## config.mk

```make
export PLATFORM = sky130hd
export DESIGN_NAME = vscale_wb_stage
export DESIGN_NICKNAME = d
export VERILOG_FILES = /design/src/rtl/vscale_wb_stage_pkg.sv /design/src/rtl/vscale_load_align.sv /design/src/rtl/vscale_wb_stage.sv
export SDC_FILE = /design/constraint.sdc
export NUM_CORES = 1
export LEC_CHECK = 0
export CORE_MARGIN = 1
export CORE_UTILIZATION = 43
export DETAILED_ROUTE_END_ITERATION = 8
export GPL_TIMING_DRIVEN = 0
export PLACE_DENSITY_LB_ADDON = 0.1
export SYNTH_ARGS = -nofsm -noshare
export SYNTH_HDL_FRONTEND = slang
export SYNTH_SLANG_ARGS = --single-unit
```

## constraint.sdc

```tcl
create_clock -name clk -period 4.34 [get_ports clk]
set_input_delay 0.651 -clock clk [delete_from_list [all_inputs] [get_ports clk]]
set_output_delay 0.651 -clock clk [all_outputs]
set_load 0.1 [all_outputs]
```

## src/rtl/vscale_wb_stage_pkg.sv

```systemverilog
// vscale_wb_stage_pkg
// Shared constants and types for the writeback stage and its load aligner.
// Holds the datapath widths, the writeback source encodings, the load
// funct3 encodings (identical to RV32 funct3) and the WB register record.
// The optional bypass network in vscale_wb_stage is selected by the
// VSCALE_WB_BYPASS_EN macro; this package is the same in both builds.
package vscale_wb_stage_pkg;

   localparam int XPR_LEN          = 32;
   localparam int REG_ADDR_WIDTH   = 5;
   localparam int WB_SRC_SEL_WIDTH = 2;
   localparam int MEM_TYPE_WIDTH   = 3;

   // Writeback source select; encoding 3 is reserved and writes back zero.
   typedef enum logic [WB_SRC_SEL_WIDTH-1:0] {
      WB_SRC_ALU = 2'd0,
      WB_SRC_MEM = 2'd1,
      WB_SRC_CSR = 2'd2
   } wb_src_sel_t;

   // Load width/sign encodings, equal to the RV32 load funct3 field.
   typedef enum logic [MEM_TYPE_WIDTH-1:0] {
      MEM_TYPE_LB  = 3'd0,
      MEM_TYPE_LH  = 3'd1,
      MEM_TYPE_LW  = 3'd2,
      MEM_TYPE_LBU = 3'd4,
      MEM_TYPE_LHU = 3'd5
   } mem_type_t;

   // Everything the WB stage remembers about the instruction it holds.
   // Select fields are kept as plain vectors so reserved codes survive.
   typedef struct packed {
      logic                        valid;
      logic                        wr_reg;
      logic [REG_ADDR_WIDTH-1:0]   reg_to_wr;
      logic [WB_SRC_SEL_WIDTH-1:0] wb_src_sel;
      logic [MEM_TYPE_WIDTH-1:0]   mem_type;
      logic [XPR_LEN-1:0]          alu_out;
   } wb_regs_t;

endpackage

```

## src/rtl/vscale_load_align.sv

```systemverilog
// vscale_load_align
// Purely combinational load-data extractor. Picks the addressed byte or
// halfword out of the returned memory word and sign- or zero-extends it.
// Ports:
//   mem_type   - load funct3 (LB, LH, LW, LBU, LHU)
//   addr       - low two bits of the load byte address
//   dmem_rdata - raw word returned by data memory
//   load_data  - aligned, extended result
// Unknown mem_type codes produce zero.
module vscale_load_align
   import vscale_wb_stage_pkg::*;
(
   input  logic [MEM_TYPE_WIDTH-1:0] mem_type,
   input  logic [1:0]                addr,
   input  logic [XPR_LEN-1:0]        dmem_rdata,
   output logic [XPR_LEN-1:0]        load_data
);

   logic [7:0]  byte_sel;
   logic [15:0] half_sel;

   // Lane selection: addr[0] is ignored for halfwords and both bits for
   // words, since misaligned accesses are trapped before reaching memory.
   always_comb begin
      byte_sel = dmem_rdata[7:0];
      case (addr)
         2'd0: byte_sel = dmem_rdata[7:0];
         2'd1: byte_sel = dmem_rdata[15:8];
         2'd2: byte_sel = dmem_rdata[23:16];
         2'd3: byte_sel = dmem_rdata[31:24];
         default: byte_sel = dmem_rdata[7:0];
      endcase
      half_sel = addr[1] ? dmem_rdata[31:16] : dmem_rdata[15:0];
   end

   // Extension according to the load type.
   always_comb begin
      load_data = '0;
      case (mem_type)
         MEM_TYPE_LB:  load_data = {{(XPR_LEN-8){byte_sel[7]}}, byte_sel};
         MEM_TYPE_LH:  load_data = {{(XPR_LEN-16){half_sel[15]}}, half_sel};
         MEM_TYPE_LW:  load_data = dmem_rdata;
         MEM_TYPE_LBU: load_data = {{(XPR_LEN-8){1'b0}}, byte_sel};
         MEM_TYPE_LHU: load_data = {{(XPR_LEN-16){1'b0}}, half_sel};
         default:      load_data = '0;
      endcase
   end

endmodule

```

## src/rtl/vscale_wb_stage.sv

```systemverilog
// vscale_wb_stage
// Writeback pipeline stage between DX and the register file. Captures the
// DX results on every un-stalled edge, aligns returning load data, selects
// the writeback value and drives the register-file write port. Also tells
// DX whether its operands can be bypassed from WB or must wait (RAW).
// Configuration macro: VSCALE_WB_BYPASS_EN
//   defined   - operands matching WB are forwarded from wb_data_WB; only a
//               load still waiting on memory raises raw_hazard.
//   undefined - no forwarding; any match raises raw_hazard until the
//               write has committed.
// Ports:
//   clk, reset                - clock, asynchronous active-high reset
//   dx_*                      - instruction fields presented by DX
//   csr_rdata_WB              - CSR read data for the WB instruction
//   dmem_rdata, dmem_wait     - data-memory response
//   stall_WB, kill_DX         - pipeline control (stall wins over kill)
//   rs1_addr_DX, rs2_addr_DX  - DX source register indices
//   wr_reg_WB, reg_to_wr_WB   - register-file write enable / index
//   wb_data_WB                - write data, also the bypass value
//   stall_req_WB              - WB load still waiting on memory
//   bypass_rs1, bypass_rs2    - DX should take operand from wb_data_WB
//   raw_hazard                - DX must stall on a dependency with WB
module vscale_wb_stage
   import vscale_wb_stage_pkg::*;
(
   input  logic                        clk,
   input  logic                        reset,
   input  logic                        dx_valid,
   input  logic                        dx_wr_reg,
   input  logic [REG_ADDR_WIDTH-1:0]   dx_reg_to_wr,
   input  logic [WB_SRC_SEL_WIDTH-1:0] dx_wb_src_sel,
   input  logic [MEM_TYPE_WIDTH-1:0]   dx_mem_type,
   input  logic [XPR_LEN-1:0]          dx_alu_out,
   input  logic [XPR_LEN-1:0]          csr_rdata_WB,
   input  logic [XPR_LEN-1:0]          dmem_rdata,
   input  logic                        dmem_wait,
   input  logic                        stall_WB,
   input  logic                        kill_DX,
   input  logic [REG_ADDR_WIDTH-1:0]   rs1_addr_DX,
   input  logic [REG_ADDR_WIDTH-1:0]   rs2_addr_DX,
   output logic                        wr_reg_WB,
   output logic [REG_ADDR_WIDTH-1:0]   reg_to_wr_WB,
   output logic [XPR_LEN-1:0]          wb_data_WB,
   output logic                        stall_req_WB,
   output logic                        bypass_rs1,
   output logic                        bypass_rs2,
   output logic                        raw_hazard
);

   wb_regs_t           wb;
   logic [XPR_LEN-1:0] load_data;
   logic               load_wait;
   logic               writes_rd;
   logic               match_rs1;
   logic               match_rs2;

   // WB register. A bubble only needs valid and wr_reg cleared; the other
   // fields are don't-care and are left alone.
   always_ff @(posedge clk or posedge reset) begin
      if (reset) begin
         wb <= '0;
      end else if (!stall_WB) begin
         if (kill_DX || !dx_valid) begin
            wb.valid  <= 1'b0;
            wb.wr_reg <= 1'b0;
         end else begin
            wb.valid      <= 1'b1;
            wb.wr_reg     <= dx_wr_reg;
            wb.reg_to_wr  <= dx_reg_to_wr;
            wb.wb_src_sel <= dx_wb_src_sel;
            wb.mem_type   <= dx_mem_type;
            wb.alu_out    <= dx_alu_out;
         end
      end
   end

   vscale_load_align u_load_align (
      .mem_type   (wb.mem_type),
      .addr       (wb.alu_out[1:0]),
      .dmem_rdata (dmem_rdata),
      .load_data  (load_data)
   );

   // Writeback value selection; the reserved source code yields zero.
   always_comb begin
      wb_data_WB = '0;
      case (wb.wb_src_sel)
         WB_SRC_ALU: wb_data_WB = wb.alu_out;
         WB_SRC_MEM: wb_data_WB = load_data;
         WB_SRC_CSR: wb_data_WB = csr_rdata_WB;
         default:    wb_data_WB = '0;
      endcase
   end

   // Write-port control and dependency detection. x0 is never written and
   // never treated as a producer.
   always_comb begin
      load_wait    = wb.valid && (wb.wb_src_sel == WB_SRC_MEM) && dmem_wait;
      writes_rd    = wb.valid && wb.wr_reg && (wb.reg_to_wr != '0);
      match_rs1    = writes_rd && (wb.reg_to_wr == rs1_addr_DX);
      match_rs2    = writes_rd && (wb.reg_to_wr == rs2_addr_DX);
      stall_req_WB = load_wait;
      wr_reg_WB    = writes_rd && !load_wait;
      reg_to_wr_WB = wb.reg_to_wr;
   end

   // Forwarding decision. Without forwarding, DX has to wait for the
   // register file to commit the write before it can read the operand.
`ifdef VSCALE_WB_BYPASS_EN
   always_comb begin
      bypass_rs1 = match_rs1 && !load_wait;
      bypass_rs2 = match_rs2 && !load_wait;
      raw_hazard = (match_rs1 || match_rs2) && load_wait;
   end
`else
   always_comb begin
      bypass_rs1 = 1'b0;
      bypass_rs2 = 1'b0;
      raw_hazard = match_rs1 || match_rs2;
   end
`endif

endmodule

```

==> flow_summary.json, run 1 <==
{
  "coreArea_sq_mm": 0.00691,
  "yosysSeqAreaShare": 0.353,
  "synth-edff-count": 0,
  "crit_start": "dmem_rdata[31]",
  "clk_latency_ns": 0.31,
  "ys_types": 49,
  "h-tree-depth": 2,
  "clk_pin_slew_worst_paths_ns": 0.09,
  "p_sw_uw": 1230,
  "grt_antenna_before_repair": 0,
  "first_iter_violations": 131,
  "drive_gt1_frac": 0.182,
  "path_max_fanout": 8,
  "slowest_delay_ns": 1.13,
  "start_util": 0.451,
  "synth_top_area_frac": 0.353,
  "cts_tree": "done",
  "detail-route-antenna-nets": 0,
  "reg2reg_depth": 4,
  "crit_family": "buffers and inverters",
  "area.growth.synth_to_final_pct": 59.8,
  "finalNonFillerCells": 575,
  "die_w_um": 87.2,
  "synthTopCellsByArea": "dfrtp_1, mux2_2, mux2i_1",
  "wl_um": 10500,
  "portBuffers": 162,
  "synthSimpleGateAreaFrac": 0.115,
  "rr_startpoint": "wb[36]$_DFFE_PP0P_",
  "grt_use_met1": 0.341,
  "crit_path_frequent_cell": "clkdlybuf4s50_1",
  "num-nets-final": 601,
  "synth_top_family_by_area": "multiplexers",
  "die_area_sq_mm": 0.00760,
  "first_global_vias": 3203,
  "synth.top_cells.by_count": "dfrtp_1, mux2_2, mux2i_1, nor2_1, o21ai_0",
  "synth.most_common_cell": "dfrtp_1",
  "worstMarginPinSlew_ns": 1.04,
  "fin_crit_ns": 3.93,
  "post-cts-setup-buffers": 0,
  "power_frac_clock": 0.122,
  "path_buf_inv": 2,
  "avgSynthCellArea_sq_um": 10.2,
  "drt_pass1_iterations": 4,
  "netSwitchingFraction": 0.528,
  "combPwrFrac": 0.648,
  "netlist_instances": 307,
  "synth_compound_area_frac": 0.157,
  "critical_path_arrival_ns": 3.28,
  "rows": 30,
  "grt_max_degree": 27,
  "groute.usage.overall": 0.285,
  "cp_cell_sequence": "clkdlybuf4s50_1, mux2i_2, o32ai_2, nor3b_4, or3_1, clkdlybuf4s50_1",
  "vias": 3122,
  "dp_cells": 567,
  "min_path_cells": 1,
  "ys_ff_latch": 44,
  "path_class": "primary input to primary output",
  "synthXorXnorAreaFrac": 0.0281,
  "hold_viol": 0,
  "rsz0062_at_grt": "false",
  "fmax_mhz": 254,
  "n_antenna_cell": 0,
  "r2r-end": "wb[36]$_DFFE_PP0P_",
  "clock-sinks": 44,
  "yosysTopAreaCell": "dfrtp_1",
  "grt.met2_usage": 0.505,
  "wl_per_cell_um": 18.3,
  "ios": 165,
  "seqPwrFrac": 0.230,
  "drc": 0,
  "hold_class": "register to register",
  "cts-root-buf": "clkbuf_8",
  "vdd_drop_max_mv": 0.263,
  "die_h_um": 87.2,
  "finClkSkew_ns": 0,
  "layout_worst_path_cycle_share": 0.906,
  "place_hpwl_um": 8360,
  "crit_required_ns": 3.69,
  "start_kind": "primary input",
  "cellLeakagePower_uw": 0.00205,
  "dpl-instance-area_sq_mm": 0.00488,
  "internal-power_uw": 1100,
  "yosysWarnings": 0,
  "slew_violations": 0,
  "hold_ws_ns": 0.510,
  "clock_path_buffers": 2,
  "grt_pass1_wl_um": 16100,
  "synthFlopType": "dfrtp_1",
  "post_cts_resized": 0,
  "busiest_layer": "met2",
  "synthAdderAreaFrac": 0,
  "cap_violations": 0,
  "r2r_slack_ns": 2.94,
  "setup_violations": 0,
  "slowest_stage": "clkdlybuf4s50_1",
  "hp-start": "wb[6]$_DFFE_PP0P_",
  "syn_area_sq_mm": 0.00312,
  "cts_hold_buf": 0,
  "worst_setup_path_end_kind": "primary output",
  "max-slew-margin-rel": 0.302,
  "async_flop_share": 1.00,
  "holdPathEnd": "wb[6]$_DFFE_PP0P_",
  "vias_per_cell": 5.43,
  "fin_area_sq_mm": 0.00498,
  "synth_mux_area_frac": 0.266,
  "numCtsBuffers": 5,
  "gr-total-overflow": 0,
  "fin_tns_setup_ns": 0,
  "outcome": "complete, no violations",
  "use_met3": 0.0730,
  "power_density_mw_per_mm2": 468,
  "gp_congestion": 0.903
}
[flip-flops by register name, summed over array words and instances (netlist names)]
signal and count:
wb 39, reg_to_wr_WB 5
[worst reg2reg max path, stage by stage, from the launching register on]
cell     delay (ns)
dfrtp_1        0.37
buf_4          0.17
buf_4          0.21
buf_2          0.25
mux2_2         0.30
[cell usage in the layout, fill, tap and decap left out, types with 2 or more instances in the layout]
master / synthesis / routed
mux2_2: 40 / 40
mux2i_1: 32 / 32
o22ai_1: 8 / 8
nor2_1: 16 / 16
o211ai_1: 6 / 6
nand2_1: 12 / 12
conb_1: 1 / 2
nor3_1: 2 / 2
inv_1: 14 / 13
o21ai_0: 16 / 16
buf_6: 4 / 4
o221ai_1: 11 / 11
a21oi_1: 9 / 9
clkbuf_1: 5 / 5
nand3_1: 8 / 8
nor3b_1: 3 / 3
dfrtp_1: 44 / 44
clkbuf_8: 0 / 6
buf_4: 11 / 11
buf_2: 10 / 10
clkinvlp_4: 0 / 2
clkdlybuf4s50_1: 0 / 162
a211oi_1: 11 / 11
or3_1: 7 / 7
xnor2_1: 4 / 4
nor2b_1: 2 / 2
xor2_1: 6 / 6
[routing by layer]
metal	wire length, um	share of wire
met5	0	0
met4	182	0.017
met3	932	0.089
met2	5280	0.50
met1	4100	0.39
[layout make-up]
| class | count | area [sq um] |
|---|---|---|
| Clock buffer | 6 | 82.6 |
| Timing Repair Buffer | 163 | 1640 |
| Tap cell | 96 | 120 |
| Clock inverter | 2 | 15.0 |
| Sequential cell | 44 | 1100 |
| Inverter | 14 | 52.6 |
| Multi-Input combinational cell | 220 | 1770 |
| Buffer | 30 | 196 |
| Fill cell | 566 | 1930 |
[power by group through the flow]
| stage | Clock (uW) | Combinational [uW] | Sequential (uW) |
|---|---|---|---|
| 3_5_place_dp | 0 | 1510 | 546 |
| 4_1_cts | 292 | 1510 | 537 |
| 2_1_floorplan | 0 | 1110 | 530 |
| 6_report | 284 | 1510 | 538 |
| 5_1_grt | 305 | 1570 | 548 |
| 3_3_place_gp | 0 | 1490 | 541 |
[cell families (layout without fill, tap and decap cells)]
kind of cell    after synthesis  after routing
mux                          75             75
compound gates               70             70
simple gates                 63             63
flops                        44             44
buf+inv                      44            215
xor+xnor                     10             10
other cells                   1              2
[worst max path at each step]
| stage | cells past startpoint | slack [ns] | to |
|---|---|---|---|
| 2_1_floorplan | 6 | 0.99 | wb_data_WB[16] |
| 3_3_place_gp | 6 | 0.44 | wb_data_WB[12] |
| 3_5_place_dp | 6 | 0.43 | wb_data_WB[12] |
| 4_1_cts | 6 | 0.44 | wb_data_WB[12] |
| 5_1_grt | 6 | 0.33 | wb_data_WB[12] |
| 6_report | 6 | 0.41 | wb_data_WB[12] |
[stage by stage]
stage,setup slack (ns),total power [uW],util
after CTS,0.436,2340,0.721
after global placement,0.444,2030,0.704
after detailed placement,0.429,2050,0.707
after floorplan,0.993,1640,-
after global routing,0.332,2420,0.721
final,0.407,2330,0.721
Note: power is estimated with default switching activity, not from simulation.
==> inputs of run 2 (changes only) <==
Settings changed: CORE_ASPECT_RATIO set to 1.1, CORE_UTILIZATION 43 to 45, SYNTH_HIERARCHICAL set to 1.
==> run 2 against run 1 <==
Compared with the run above: clock power is 18% higher; combinational power is 9.9% higher; routed wire length is 0.50% higher; clock-buffer cell count is 1 lower; non-clock buffer count is 8 higher; via count is 9.7% higher; critical path type unchanged.
==> flow_summary.json, run 2 <==
{
  "outcome": "complete, no violations",
  "vdd_drop_max_mv": 0.279,
  "largest-register": "wb",
  "cellLeakagePower_uw": 0.00213,
  "netlist_instances": 352,
  "synth_top_area_frac": 0.320,
  "rsz0062_at_grt": "false",
  "h-tree-depth": 2,
  "die_area_sq_mm": 0.00801,
  "rr_startpoint": "wb[36]$_DFFE_PP0P_",
  "yosysWarnings": 6,
  "numCtsBuffers": 5,
  "vias": 3426,
  "wl_um": 10600,
  "critical_path_arrival_ns": 3.41,
  "place_hpwl_um": 8360,
  "worst_setup_path_end_kind": "primary output",
  "max-slew-margin-rel": 0.328,
  "start_kind": "primary input",
  "yosysTopAreaCell": "dfrtp_1",
  "grt_antenna_before_repair": 0,
  "rows": 33,
  "fin_crit_ns": 4.06,
  "synth.top_cells.by_count": "mux2_2, dfrtp_1, mux2i_1, nand2_1, o21ai_0",
  "gp_congestion": 0.903,
  "min_path_cells": 1,
  "grt_max_degree": 24,
  "drc": 0,
  "gr-total-overflow": 0,
  "die_h_um": 93.8,
  "syn_area_sq_mm": 0.00344,
  "hold_viol": 0,
  "grt_pass1_wl_um": 16700,
  "ys_types": 44,
  "fin_area_sq_mm": 0.00532,
  "n_fill_cell": 599,
  "fin_tns_setup_ns": 0,
  "hold_class": "register to register",
  "async_flop_share": 1.00,
  "wl_per_cell_um": 17.3,
  "worstMarginPinSlew_ns": 1.00,
  "slew_violations": 0,
  "r2r-end": "wb[36]$_DFFE_PP0P_",
  "final_cell_mix": "clkdlybuf4s50_1, mux2_2, dfrtp_1, mux2i_1",
  "n_antenna_cell": 0,
  "yosysSeqAreaShare": 0.320,
  "hold_ws_ns": 0.512,
  "finClkSkew_ns": 0,
  "internal-power_uw": 1210,
  "vias_per_cell": 5.61,
  "groute.usage.overall": 0.264,
  "start_util": 0.463,
  "seqPwrFrac": 0.214,
  "clk_latency_ns": 0.30,
  "ios": 165,
  "power_density_mw_per_mm2": 477,
  "reg2reg_depth": 3,
  "cts_tree": "done",
  "coreArea_sq_mm": 0.00743,
  "first_iter_violations": 169,
  "clock-sinks": 44,
  "synthTopCellsByArea": "dfrtp_1, mux2_2, mux2i_1",
  "largest_register_ff_count": 39,
  "synth-edff-count": 0,
  "dp_slack_ns": 0.326,
  "critPathCapture": "wb_data_WB[20]",
  "die_w_um": 85.4,
  "first_global_vias": 3417,
  "combPwrFrac": 0.654,
  "cap_violations": 0,
  "path_class": "primary input to primary output",
  "p_sw_uw": 1330,
  "cts_hold_buf": 0,
  "fin_ws_ns": 0.279,
  "clock_path_buffers": 2,
  "synthFlopType": "dfrtp_1",
  "crit_start": "dmem_rdata[15]",
  "detail-route-antenna-nets": 0,
  "power_frac_clock": 0.132,
  "dpl-instance-area_sq_mm": 0.00521,
  "post_cts_resized": 0,
  "fmax_mhz": 246,
  "portBuffers": 162,
  "path_max_fanout": 10,
  "post-cts-setup-buffers": 0,
  "crit_required_ns": 3.69,
  "netSwitchingFraction": 0.523,
  "ys_ff_latch": 44,
  "final_common_cell": "clkdlybuf4s50_1",
  "area.growth.synth_to_final_pct": 54.5,
  "setup_violations": 0,
  "r2r_slack_ns": 3.19,
  "drive_gt1_frac": 0.191,
  "layout_worst_path_cycle_share": 0.936,
  "synth.most_common_cell": "mux2_2",
  "drt_pass1_iterations": 5,
  "clk_pin_slew_worst_paths_ns": 0.09,
  "cts-root-buf": "clkbuf_8",
  "num-nets-final": 646,
  "avgSynthCellArea_sq_um": 9.79
}
run 2: stage by stage:
step / util / total power (uW) / instances
2_1_floorplan: - / 1780 / 353
3_3_place_gp: 0.697 / 2180 / 602
3_5_place_dp: 0.701 / 2200 / 603
4_1_cts: 0.716 / 2550 / 611
5_1_grt: 0.716 / 2650 / 611
6_report: 0.716 / 2540 / 611
run 2: cell type report:
cell class,count,area (sq um),share of cell area
timing repair buffer,163,1650,0.310
inverter,2,7.51,0.00141
buffer,38,268,0.0503
tap,87,109,0.0205
multi-input combinational,269,2070,0.389
sequential,44,1100,0.207
clock inverter,3,46.3,0.00870
clock buffer,5,68.8,0.0129
run 2: cell families after synthesis:
logic type	synth area share
AOI/OAI and AO/OA	0.221
xor gates and xnor gates	0.0254
buffers and inverters	0.0799
DFF	0.320
muxes	0.289
other	0.00109
and+or+nand+nor	0.0639
run 2: layer usage:
metal / share of wire / routed length (um) / GRT usage
met5: 0 / 0 / 0
met4: 0.018 / 192 / 0.0694
met3: 0.082 / 865 / 0.0589
met2: 0.49 / 5160 / 0.455
met1: 0.41 / 4340 / 0.332
run 2: worst min-delay path by stage:
| stage | from | to |
|---|---|---|
| 2_1_floorplan | wb[43]$_DFFE_PP0N_ | wb[43]$_DFFE_PP0N_ |
| 3_3_place_gp | wb[20]$_DFFE_PP0P_ | wb[20]$_DFFE_PP0P_ |
| 3_5_place_dp | wb[11]$_DFFE_PP0P_ | wb[11]$_DFFE_PP0P_ |
| 4_1_cts | wb[23]$_DFFE_PP0P_ | wb[23]$_DFFE_PP0P_ |
| 5_1_grt | wb[22]$_DFFE_PP0P_ | wb[22]$_DFFE_PP0P_ |
| 6_report | wb[6]$_DFFE_PP0P_ | wb[6]$_DFFE_PP0P_ |
run 2: power by group through the flow:
stage / combinational [uW] / clock, uW / sequential, uW
6_report: 1660 / 336 / 542
4_1_cts: 1660 / 345 / 543
3_5_place_dp: 1650 / 0 / 551
5_1_grt: 1740 / 359 / 554
2_1_floorplan: 1250 / 0 / 532
3_3_place_gp: 1630 / 0 / 546
run 2: critical path: stages:
cell and delay [ns]:
clkdlybuf4s50_1 0.52, mux2_4 0.24, buf_4 0.19, a22oi_1 0.08, a211oi_1 0.37, nand2_1 0.11, o21ai_0 0.09, clkdlybuf4s50_1 1.15
==> inputs of run 3 (changes only) <==
Settings changed: PLACE_DENSITY set to 0.83, PLACE_DENSITY_LB_ADDON 0.1 to unset, SLEW_MARGIN set to 10.
==> run 3 against run 2 <==
Compared with the run above: total power shrank 2.3%; sequential share of layout area grew 0.13 points; highest routed layer unchanged; critical endpoint is now wb_data_WB[21]; setup slack gained 0.015 ns; cell count is the same; combinational power is essentially flat; cell area shrank 0.63%.
==> flow_summary.json, run 3 (synthesis gave the netlist of run 2 again) <==
{
  "die_w_um": 85.4,
  "worst_setup_path_end_kind": "primary output",
  "n_antenna_cell": 0,
  "power_density_mw_per_mm2": 469,
  "crit_required_ns": 3.69,
  "vdd_drop_max_mv": 0.292,
  "wl_um": 11000,
  "max-slew-margin-rel": 0.317,
  "crit_family": "buffers and inverters",
  "final_common_cell": "clkdlybuf4s50_1",
  "gr-total-overflow": 0,
  "h-tree-depth": 2,
  "rsz0062_at_grt": "false",
  "layout_worst_path_cycle_share": 0.932,
  "die_area_sq_mm": 0.00801,
  "place_hpwl_um": 8850,
  "groute.usage.overall": 0.272,
  "slew_violations": 0,
  "worstMarginPinSlew_ns": 1.02,
  "n_fill_cell": 585,
  "portBuffers": 162,
  "detail-route-antenna-nets": 0,
  "post-cts-setup-buffers": 0,
  "cellLeakagePower_uw": 0.00212,
  "die_h_um": 93.8,
  "vias": 3436,
  "path_class": "primary input to primary output",
  "multi_input_area_sq_mm": 0.00207,
  "grt_pass1_wl_um": 17100,
  "slowest_delay_ns": 1.18,
  "drc": 0,
  "setup_violations": 0,
  "hold_viol": 0,
  "gp_congestion": 0.986,
  "clk_latency_ns": 0.30,
  "clock_path_buffers": 2,
  "area.growth.synth_to_final_pct": 53.5,
  "hold_class": "register to register",
  "finClkSkew_ns": 0,
  "start_util": 0.463,
  "path_buf_inv": 3,
  "cts-root-buf": "clkbuf_8",
  "clk_pin_slew_worst_paths_ns": 0.09,
  "crit_path_frequent_cell": "clkdlybuf4s50_1",
  "clock-sinks": 44,
  "cts_hold_buf": 0,
  "ios": 165,
  "drive_gt1_frac": 0.189,
  "fin_crit_ns": 4.05,
  "fin_tns_setup_ns": 0,
  "hold_ws_ns": 0.514,
  "critical_path_arrival_ns": 3.39,
  "cap_violations": 0,
  "wl_per_cell_um": 18.1,
  "cts_tree": "done",
  "path_max_fanout": 10,
  "numCtsBuffers": 5,
  "first_iter_violations": 153,
  "rows": 33,
  "fmax_mhz": 247,
  "post_cts_resized": 0,
  "largest_register_ff_count": 39,
  "seqCellArea_sq_mm": 0.00110,
  "slowest_stage": "clkdlybuf4s50_1",
  "cp_cell_sequence": "clkdlybuf4s50_1, mux2_4, buf_4, a22oi_1, a211oi_1, nand2_1, o21ai_0, clkdlybuf4s50_1",
  "start_kind": "primary input",
  "vias_per_cell": 5.62,
  "coreArea_sq_mm": 0.00743,
  "num-nets-final": 646,
  "first_global_vias": 3489,
  "outcome": "complete, no violations",
  "final_cell_mix": "clkdlybuf4s50_1, mux2_2, dfrtp_1, mux2i_1",
  "grt_max_degree": 37,
  "drt_pass1_iterations": 4,
  "largest-register": "wb",
  "grt_antenna_before_repair": 0
}
run 3: changes by cell type in the layout (fill, tap and decap cells not counted):
cell	delta
inv_6	-1
buf_16	-1
bufinv_16	-1
clkinv_4	+1
clkbuf_1	+1
buf_12	+1
run 3: through the flow:
stage	cells	instance area (sq um)	total power [uW]	setup slack (ns)	utilization
2_1_floorplan	353	3450	1780	0.748	-
3_3_place_gp	602	5180	2190	0.376	0.697
3_5_place_dp	603	5200	2210	0.329	0.699
4_1_cts	611	5290	2480	0.323	0.711
5_1_grt	611	5290	2590	0.210	0.711
6_report	611	5290	2480	0.294	0.711
run 3: final timing paths:
kind	start	endpoint	slack, ns	depth (start not counted)
setup / recovery	dmem_rdata[15]	wb_data_WB[21]	0.29	8
hold / removal	wb[7]$_DFFE_PP0P_	wb[7]$_DFFE_PP0P_	0.51	1
setup reg to reg	wb[36]$_DFFE_PP0P_	wb[36]$_DFFE_PP0P_	3.18	3
min in group asynchronous	reset	wb[7]$_DFFE_PP0P_	0.58	2
max in group asynchronous	reset	wb[16]$_DFFE_PP0P_	3.30	3
hold reg to reg	wb[7]$_DFFE_PP0P_	wb[7]$_DFFE_PP0P_	0.51	1
run 3: cell type report:
class                           instances  area share
Buffer                                 38      0.0506
Clock buffer                            6      0.0137
Clock inverter                          2     0.00308
Inverter                                2     0.00142
Multi-Input combinational cell        269       0.392
Sequential cell                        44       0.208
Tap cell                               87      0.0206
Timing Repair Buffer                  163       0.310
run 3: worst reg2reg max path: stages, from the launching register on:
cell and delay (ns):
dfrtp_1 0.37, buf_2 0.17, buf_2 0.23, mux2_2 0.28
run 3: report_power, final:
part | internal, uW | switching (uW)
Combinational | 550 | 1120
Sequential | 485 | 59.2
Clock | 115 | 152
Total | 1150 | 1330
run 3: metal layers:
metal  global-route usage  vias to the layer above  part of all wire
li1                     -                     1648                 -
met1                0.347                     1640              0.41
met2                0.455                      126              0.50
met3               0.0413                       22             0.057
met4                0.117                        0             0.033
met5                    0                        -                 0
